$ cat src/rtl/i2c_apb_sequencer.sv
// APB master that runs whole I2C transfers (prescaler, cmd, slave address, tx bytes, status polling, rx drain).
// Optional macro I2C_SEQ_TIMEOUT_EN adds a status-poll limit that aborts the transfer with nack_o=1.
module i2c_apb_sequencer #(
    parameter logic [7:0] ADDR_PRESC    = 8'h00,
    parameter logic [7:0] ADDR_CMD      = 8'h01,
    parameter logic [7:0] ADDR_TXDATA   = 8'h02,
    parameter logic [7:0] ADDR_STATUS   = 8'h03,
    parameter logic [7:0] ADDR_SLAVE    = 8'h04,
    parameter logic [7:0] ADDR_RXDATA   = 8'h05,
    parameter logic [7:0] CMD_IDLE      = 8'h24,
    parameter logic [7:0] CMD_GO        = 8'h64,
    parameter int         STAT_DONE_BIT = 0,
    parameter int         STAT_NACK_BIT = 1
`ifdef I2C_SEQ_TIMEOUT_EN
    ,
    parameter int         POLL_TIMEOUT  = 255
`endif
) (
    input  logic       pclk_i,
    input  logic       preset_n_i,
    input  logic       req_valid_i,
    output logic       req_ready_o,
    input  logic       req_rw_i,
    input  logic [6:0] req_addr_i,
    input  logic [3:0] req_len_i,
    input  logic [7:0] req_presc_i,
    input  logic       wr_valid_i,
    input  logic [7:0] wr_data_i,
    output logic       wr_ready_o,
    output logic       rd_valid_o,
    output logic [7:0] rd_data_o,
    output logic       done_o,
    output logic       nack_o,
    output logic       psel_o,
    output logic       penable_o,
    output logic       pwrite_o,
    output logic [7:0] paddr_o,
    output logic [7:0] pwdata_o,
    input  logic [7:0] prdata_i,
    input  logic       pready_i,
    output logic [3:0] dbg_state_o
);

    // Handshakes: req and wr streams transfer on a cycle where valid and ready are both high at
    // the rising clock edge; valid must stay high with stable data until that cycle.

    typedef enum logic [3:0] {
        S_IDLE    = 4'd0,
        S_PRESC   = 4'd1,
        S_CMD_RST = 4'd2,
        S_SLAVE   = 4'd3,
        S_TX_WAIT = 4'd4,
        S_TXDATA  = 4'd5,
        S_GO      = 4'd6,
        S_POLL    = 4'd7,
        S_RXDATA  = 4'd8,
        S_STOP    = 4'd9,
        S_DONE    = 4'd10
    } state_t;

    typedef enum logic [1:0] {
        AP_IDLE   = 2'd0,
        AP_SETUP  = 2'd1,
        AP_ACCESS = 2'd2
    } apb_phase_t;

    state_t     state_q, state_d;
    apb_phase_t phase_q, phase_d;

    logic       psel_q, psel_d;
    logic       penable_q, penable_d;
    logic       pwrite_q, pwrite_d;
    logic [7:0] paddr_q, paddr_d;
    logic [7:0] pwdata_q, pwdata_d;

    logic       rw_q, rw_d;
    logic [6:0] addr_q, addr_d;
    logic [7:0] presc_q, presc_d;
    logic [3:0] cnt_q, cnt_d;
    logic [7:0] tx_byte_q, tx_byte_d;
    logic       nack_q, nack_d;
    logic       rd_valid_q, rd_valid_d;
    logic [7:0] rd_data_q, rd_data_d;

`ifdef I2C_SEQ_TIMEOUT_EN
    logic [7:0] poll_cnt_q, poll_cnt_d;
`endif

    // Register access requested by the current sequencer state.
    logic       acc_req;
    logic [7:0] acc_addr;
    logic [7:0] acc_data;
    logic       acc_write;
    logic       acc_done;

    always_comb begin
        acc_req   = 1'b1;
        acc_addr  = 8'h00;
        acc_data  = 8'h00;
        acc_write = 1'b1;
        unique case (state_q)
            S_PRESC:   begin acc_addr = ADDR_PRESC;  acc_data = presc_q;         end
            S_CMD_RST: begin acc_addr = ADDR_CMD;    acc_data = CMD_IDLE;        end
            S_SLAVE:   begin acc_addr = ADDR_SLAVE;  acc_data = {addr_q, rw_q};  end
            S_TXDATA:  begin acc_addr = ADDR_TXDATA; acc_data = tx_byte_q;       end
            S_GO:      begin acc_addr = ADDR_CMD;    acc_data = CMD_GO;          end
            S_POLL:    begin acc_addr = ADDR_STATUS; acc_write = 1'b0;           end
            S_RXDATA:  begin acc_addr = ADDR_RXDATA; acc_write = 1'b0;           end
            S_STOP:    begin acc_addr = ADDR_CMD;    acc_data = CMD_IDLE;        end
            default:   begin acc_req = 1'b0;         acc_write = 1'b0;           end
        endcase
    end

    assign acc_done = (phase_q == AP_ACCESS) && pready_i;

    always_comb begin
        state_d    = state_q;
        phase_d    = phase_q;
        psel_d     = psel_q;
        penable_d  = penable_q;
        pwrite_d   = pwrite_q;
        paddr_d    = paddr_q;
        pwdata_d   = pwdata_q;
        rw_d       = rw_q;
        addr_d     = addr_q;
        presc_d    = presc_q;
        cnt_d      = cnt_q;
        tx_byte_d  = tx_byte_q;
        nack_d     = nack_q;
        rd_valid_d = 1'b0;
        rd_data_d  = rd_data_q;
`ifdef I2C_SEQ_TIMEOUT_EN
        poll_cnt_d = poll_cnt_q;
`endif

        unique case (state_q)
            S_IDLE: begin
                if (req_valid_i) begin
                    rw_d    = req_rw_i;
                    addr_d  = req_addr_i;
                    presc_d = req_presc_i;
                    cnt_d   = req_len_i;
                    nack_d  = 1'b0;
`ifdef I2C_SEQ_TIMEOUT_EN
                    poll_cnt_d = 8'd0;
`endif
                    state_d = S_PRESC;
                end
            end
            S_PRESC: begin
                if (acc_done) state_d = S_CMD_RST;
            end
            S_CMD_RST: begin
                if (acc_done) state_d = S_SLAVE;
            end
            S_SLAVE: begin
                if (acc_done) state_d = (!rw_q && cnt_q != 4'd0) ? S_TX_WAIT : S_GO;
            end
            S_TX_WAIT: begin
                if (wr_valid_i) begin
                    tx_byte_d = wr_data_i;
                    state_d   = S_TXDATA;
                end
            end
            S_TXDATA: begin
                if (acc_done) begin
                    cnt_d   = cnt_q - 4'd1;
                    state_d = (cnt_q == 4'd1) ? S_GO : S_TX_WAIT;
                end
            end
            S_GO: begin
                if (acc_done) state_d = S_POLL;
            end
            S_POLL: begin
                if (acc_done) begin
                    if (prdata_i[STAT_DONE_BIT]) begin
                        nack_d  = prdata_i[STAT_NACK_BIT];
                        state_d = (prdata_i[STAT_NACK_BIT] || !rw_q || cnt_q == 4'd0)
                                  ? S_STOP : S_RXDATA;
                    end
`ifdef I2C_SEQ_TIMEOUT_EN
                    else if (poll_cnt_q == 8'(POLL_TIMEOUT - 1)) begin
                        nack_d  = 1'b1;
                        state_d = S_STOP;
                    end else begin
                        poll_cnt_d = poll_cnt_q + 8'd1;
                    end
`endif
                end
            end
            S_RXDATA: begin
                if (acc_done) begin
                    rd_valid_d = 1'b1;
                    rd_data_d  = prdata_i;
                    cnt_d      = cnt_q - 4'd1;
                    state_d    = (cnt_q == 4'd1) ? S_STOP : S_RXDATA;
                end
            end
            S_STOP: begin
                if (acc_done) state_d = S_DONE;
            end
            S_DONE: begin
                state_d = S_IDLE;
            end
            default: begin
                state_d = S_IDLE;
            end
        endcase

        // Every access ends with psel low for a cycle because the next state only sees AP_IDLE then.
        if (acc_req) begin
            unique case (phase_q)
                AP_IDLE: begin
                    psel_d    = 1'b1;
                    penable_d = 1'b0;
                    paddr_d   = acc_addr;
                    pwdata_d  = acc_data;
                    pwrite_d  = acc_write;
                    phase_d   = AP_SETUP;
                end
                AP_SETUP: begin
                    penable_d = 1'b1;
                    phase_d   = AP_ACCESS;
                end
                AP_ACCESS: begin
                    if (pready_i) begin
                        psel_d    = 1'b0;
                        penable_d = 1'b0;
                        phase_d   = AP_IDLE;
                    end
                end
                default: begin
                    psel_d    = 1'b0;
                    penable_d = 1'b0;
                    phase_d   = AP_IDLE;
                end
            endcase
        end
    end

    always_ff @(posedge pclk_i or negedge preset_n_i) begin
        if (!preset_n_i) begin
            state_q    <= S_IDLE;
            phase_q    <= AP_IDLE;
            psel_q     <= 1'b0;
            penable_q  <= 1'b0;
            pwrite_q   <= 1'b0;
            paddr_q    <= 8'h00;
            pwdata_q   <= 8'h00;
            rw_q       <= 1'b0;
            addr_q     <= 7'h00;
            presc_q    <= 8'h00;
            cnt_q      <= 4'd0;
            tx_byte_q  <= 8'h00;
            nack_q     <= 1'b0;
            rd_valid_q <= 1'b0;
            rd_data_q  <= 8'h00;
`ifdef I2C_SEQ_TIMEOUT_EN
            poll_cnt_q <= 8'd0;
`endif
        end else begin
            state_q    <= state_d;
            phase_q    <= phase_d;
            psel_q     <= psel_d;
            penable_q  <= penable_d;
            pwrite_q   <= pwrite_d;
            paddr_q    <= paddr_d;
            pwdata_q   <= pwdata_d;
            rw_q       <= rw_d;
            addr_q     <= addr_d;
            presc_q    <= presc_d;
            cnt_q      <= cnt_d;
            tx_byte_q  <= tx_byte_d;
            nack_q     <= nack_d;
            rd_valid_q <= rd_valid_d;
            rd_data_q  <= rd_data_d;
`ifdef I2C_SEQ_TIMEOUT_EN
            poll_cnt_q <= poll_cnt_d;
`endif
        end
    end

    assign req_ready_o = (state_q == S_IDLE);
    assign wr_ready_o  = (state_q == S_TX_WAIT) && wr_valid_i;
    assign done_o      = (state_q == S_DONE);
    assign nack_o      = (state_q == S_DONE) && nack_q;
    assign rd_valid_o  = rd_valid_q;
    assign rd_data_o   = rd_data_q;
    assign psel_o      = psel_q;
    assign penable_o   = penable_q;
    assign pwrite_o    = pwrite_q;
    assign paddr_o     = paddr_q;
    assign pwdata_o    = pwdata_q;
    assign dbg_state_o = state_q;

endmodule

$ cat config.mk
export PLATFORM = sky130hd
export DESIGN_NAME = i2c_apb_sequencer
export DESIGN_NICKNAME = d
export VERILOG_FILES = /design/src/rtl/i2c_apb_sequencer.sv
export SDC_FILE = /design/constraint.sdc
export NUM_CORES = 1
export LEC_CHECK = 0
export BUFFER_PORTS_ARGS = -buffer_cell sky130_fd_sc_hd__buf_4
export CORE_AREA = 2 2 103 105
export DETAILED_ROUTE_END_ITERATION = 8
export DIE_AREA = 0 0 105 107
export SYNTH_ARGS = -nofsm -noshare
export SYNTH_HDL_FRONTEND = slang
export SYNTH_SLANG_ARGS = --single-unit
$ cat constraint.sdc
create_clock -name pclk_i -period 2.25 [get_ports pclk_i]
set_input_delay 0.1125 -clock pclk_i [delete_from_list [all_inputs] [get_ports pclk_i]]
set_output_delay 0.1125 -clock pclk_i [all_outputs]
set_load 0.01 [all_outputs]
==> reports/results.ini <==
[sta]
worst_slew_pin_slew_ns=0.725
skew_ns=0.00775
report.final.slew_viol_count=0
setup-violations-final=0
rsz0062_at_grt=false
whs_ns=0.00923
setup_tns_ns=0
post-route-period-util_pct=91.5
slew_headroom_pct=51.7
max_freq_mhz=486
finalHoldViolCount=0
fin_crit_ns=2.06

[cts]
clk_latency_ns=0.34
cts_buffer_depth=2
htree_levels=3
cts_buffers=9
cts-root-buf=clkbuf_8
clkSlewWorstSetupHoldPaths_ns=0.07
clock-sinks=57
cts_tree=built
post-cts-setup-buffers=0

[final_layout]
final_area_sq_um=4000
nets=398
drive_gt1_share_pct=38.1
syn2layout_area_growth_pct=38.4
fillers=1028
antenna_cells=0

[setup_path]
cp_slowest_stage_delay_ns=0.53
r2r_slack_ns=0.30
critical_path.reg2reg.startpoint=dbg_state_o[3]
r2r-end=cnt_q[1]
worstPathArrival_ns=1.95
worstSetupEndpointType=primary output
slowest_stage=dfrtp_1
criticalPathCategory=flip-flop to primary output
crit_fanout=12
critPathTopFamily=simple AND/OR/NAND/NOR gates
crit_path_cell_trace=buf_4 -> nor2_1 -> nand3_2 -> inv_1 -> buf_4
crit_top_cell=buf_4
startpoint_type=flip-flop
cp.required_ns=2.14
crit_buf_inv=3
reg2regPathDepth=4

[floorplanning]
start_util_pct=28.6
die_height_um=107
die_x_um=105
io_pins=77
rows=37
coreArea_sq_um=10100
dieArea_sq_um=11200

[route]
vias_per_cell=4.61
drc_errors=0
drt_first_pass_iters=4
routedWlPerCell_um=14.7
ant_nets=0
vias=2286
drt_iter0_markers=94
wirelength_mm=7.30

[grt]
grt-ovfl-total=0
grt_pass1_wl_mm=12.1
grt_usage_pct=14.0
first_global_vias=2359
antenna_found_initial=0
grt_max_degree=58

[synth]
syn_avg_cell_area_sq_um=11.5
synthesis.area_sq_um=2890
synth_enable_flop_cells=0
synth_top_cells_by_count=dfrtp_1, mux2_2, o21ai_0
yosys.area.top_type=dfrtp_1
syn_inst=251
synth_cell_types=54
ys_seq_elements=57
yosysTopAreaCellShare_pct=49.4
ys_async_sr_fraction_pct=100
ys_seq_area_share_pct=49.4
ys_top_cells_by_area=dfrtp_1, mux2_2, mux2_1
synthFlopType=dfrtp_1
synth_most_common_cell=dfrtp_1
yosysWarnings=0

[placement]
routabilityCongestion=0.842
place_area_sq_um=3570
hpwl_mm=5.40
port_buffers=71

[min_path]
hold_class=input pin to flip-flop
hold_depth=2
hold_start=req_presc_i[6]
min_to=presc_q[6]

[power_and_ir_drop]
finalPower_uw=4730
p_leak_uw=0.00188
power_density_nw_per_um2=1180
peakVddDrop_mv=0.457

[job]
maxCapViolCount=0

[outcome]
status=complete, no violations

==> layer usage <==
metal  global-route usage [%]  part of all wire (%)
met5                        0                     0
met4                     4.57                   1.4
met3                     3.89                   5.4
met2                     23.1                    50
met1                     17.7                    44
==> flip-flops by register name, indices dropped and copies added, names as in the netlist <==
signal	count
addr_q	7
cnt_q	4
dbg_state_o	4
nack_q	1
paddr_o	3
phase_q	2
presc_q	8
psel_o	1
pwdata_o	8
pwrite_o	1
rd_data_o	8
rd_valid_o	1
rw_q	1
tx_byte_q	8
==> placed cells by master, fill, tap and decap left out, drive strengths merged, types with 4 or more instances in the layout <==
cell	netlist	layout
a21o	7	7
a21oi	9	9
a22o	8	8
a22oi	5	5
buf	14	83
clkbuf	4	11
conb	1	5
dfrtp	57	57
dlygate4sd3	0	24
inv	11	11
mux2	32	32
nand2	15	15
nand3b	5	5
nor2	14	14
nor3	4	4
nor3b	4	4
o21ai	18	18
==> report_power, final <==
group | switching, uW | internal (uW) | leakage [uW]
Sequential | 364 | 1440 | 0.000721
Combinational | 1000 | 1060 | 0.00107
Clock | 417 | 453 | 0.0000911
==> logic make-up (layout without fill, tap and decap cells) <==
kind of cell               Yosys count  after routing  share of synthesized area (%)
AOI/OAI and AO/OA                   66             66                           17.5
and+or+nand+nor                     63             63                           13.5
DFF                                 57             57                           49.4
muxes                               33             33                           12.8
buffers and inverters               29            134                           5.76
adders and majority gates            2              2                          0.867
other                                1              5                          0.130
==> layout make-up <==
class / instances / area [sq um] / area share [%]
clock inverters: 5 / 30.0 / 0.751
inverters: 11 / 41.3 / 1.03
multi-input cells: 169 / 1310 / 32.9
flip-flops and latches: 57 / 1430 / 35.7
repair buffers: 107 / 863 / 21.6
well taps: 136 / 170 / 4.26
clock buffers: 11 / 151 / 3.79
==> per-stage QoR <==
| stage | worst slack, ns | util [%] | cells |
|---|---|---|---|
| 2_1_floorplan | 0.311 | - | 255 |
| 5_1_grt | 0.0352 | 39.6 | 496 |
| 6_report | 0.190 | 39.6 | 496 |
| 4_1_cts | 0.0469 | 39.4 | 494 |
| 3_5_place_dp | 0.280 | 35.4 | 456 |
| 3_3_place_gp | 0.356 | 35.4 | 456 |
==> worst max path at each step <==
stage | from | cells past startpoint | endpoint | slack (ns)
after floorplan | dbg_state_o[2] | 6 | addr_q[1] | 0.31
after global placement | dbg_state_o[1] | 6 | pwdata_o[6] | 0.36
after detailed placement | dbg_state_o[3] | 4 | cnt_q[1] | 0.28
after CTS | dbg_state_o[0] | 5 | wr_ready_o | 0.05
after global routing | dbg_state_o[0] | 5 | wr_ready_o | 0.04
final | dbg_state_o[0] | 5 | wr_ready_o | 0.19
==> repair_timing <==
action                                  4_1_cts  5_1_grt
endpoints found under the hold margin        78        2
endpoints found under the setup margin        0        1
hold buffers                                 22        2
resized for setup                             0        1
Note: power is estimated with default switching activity, not from simulation.
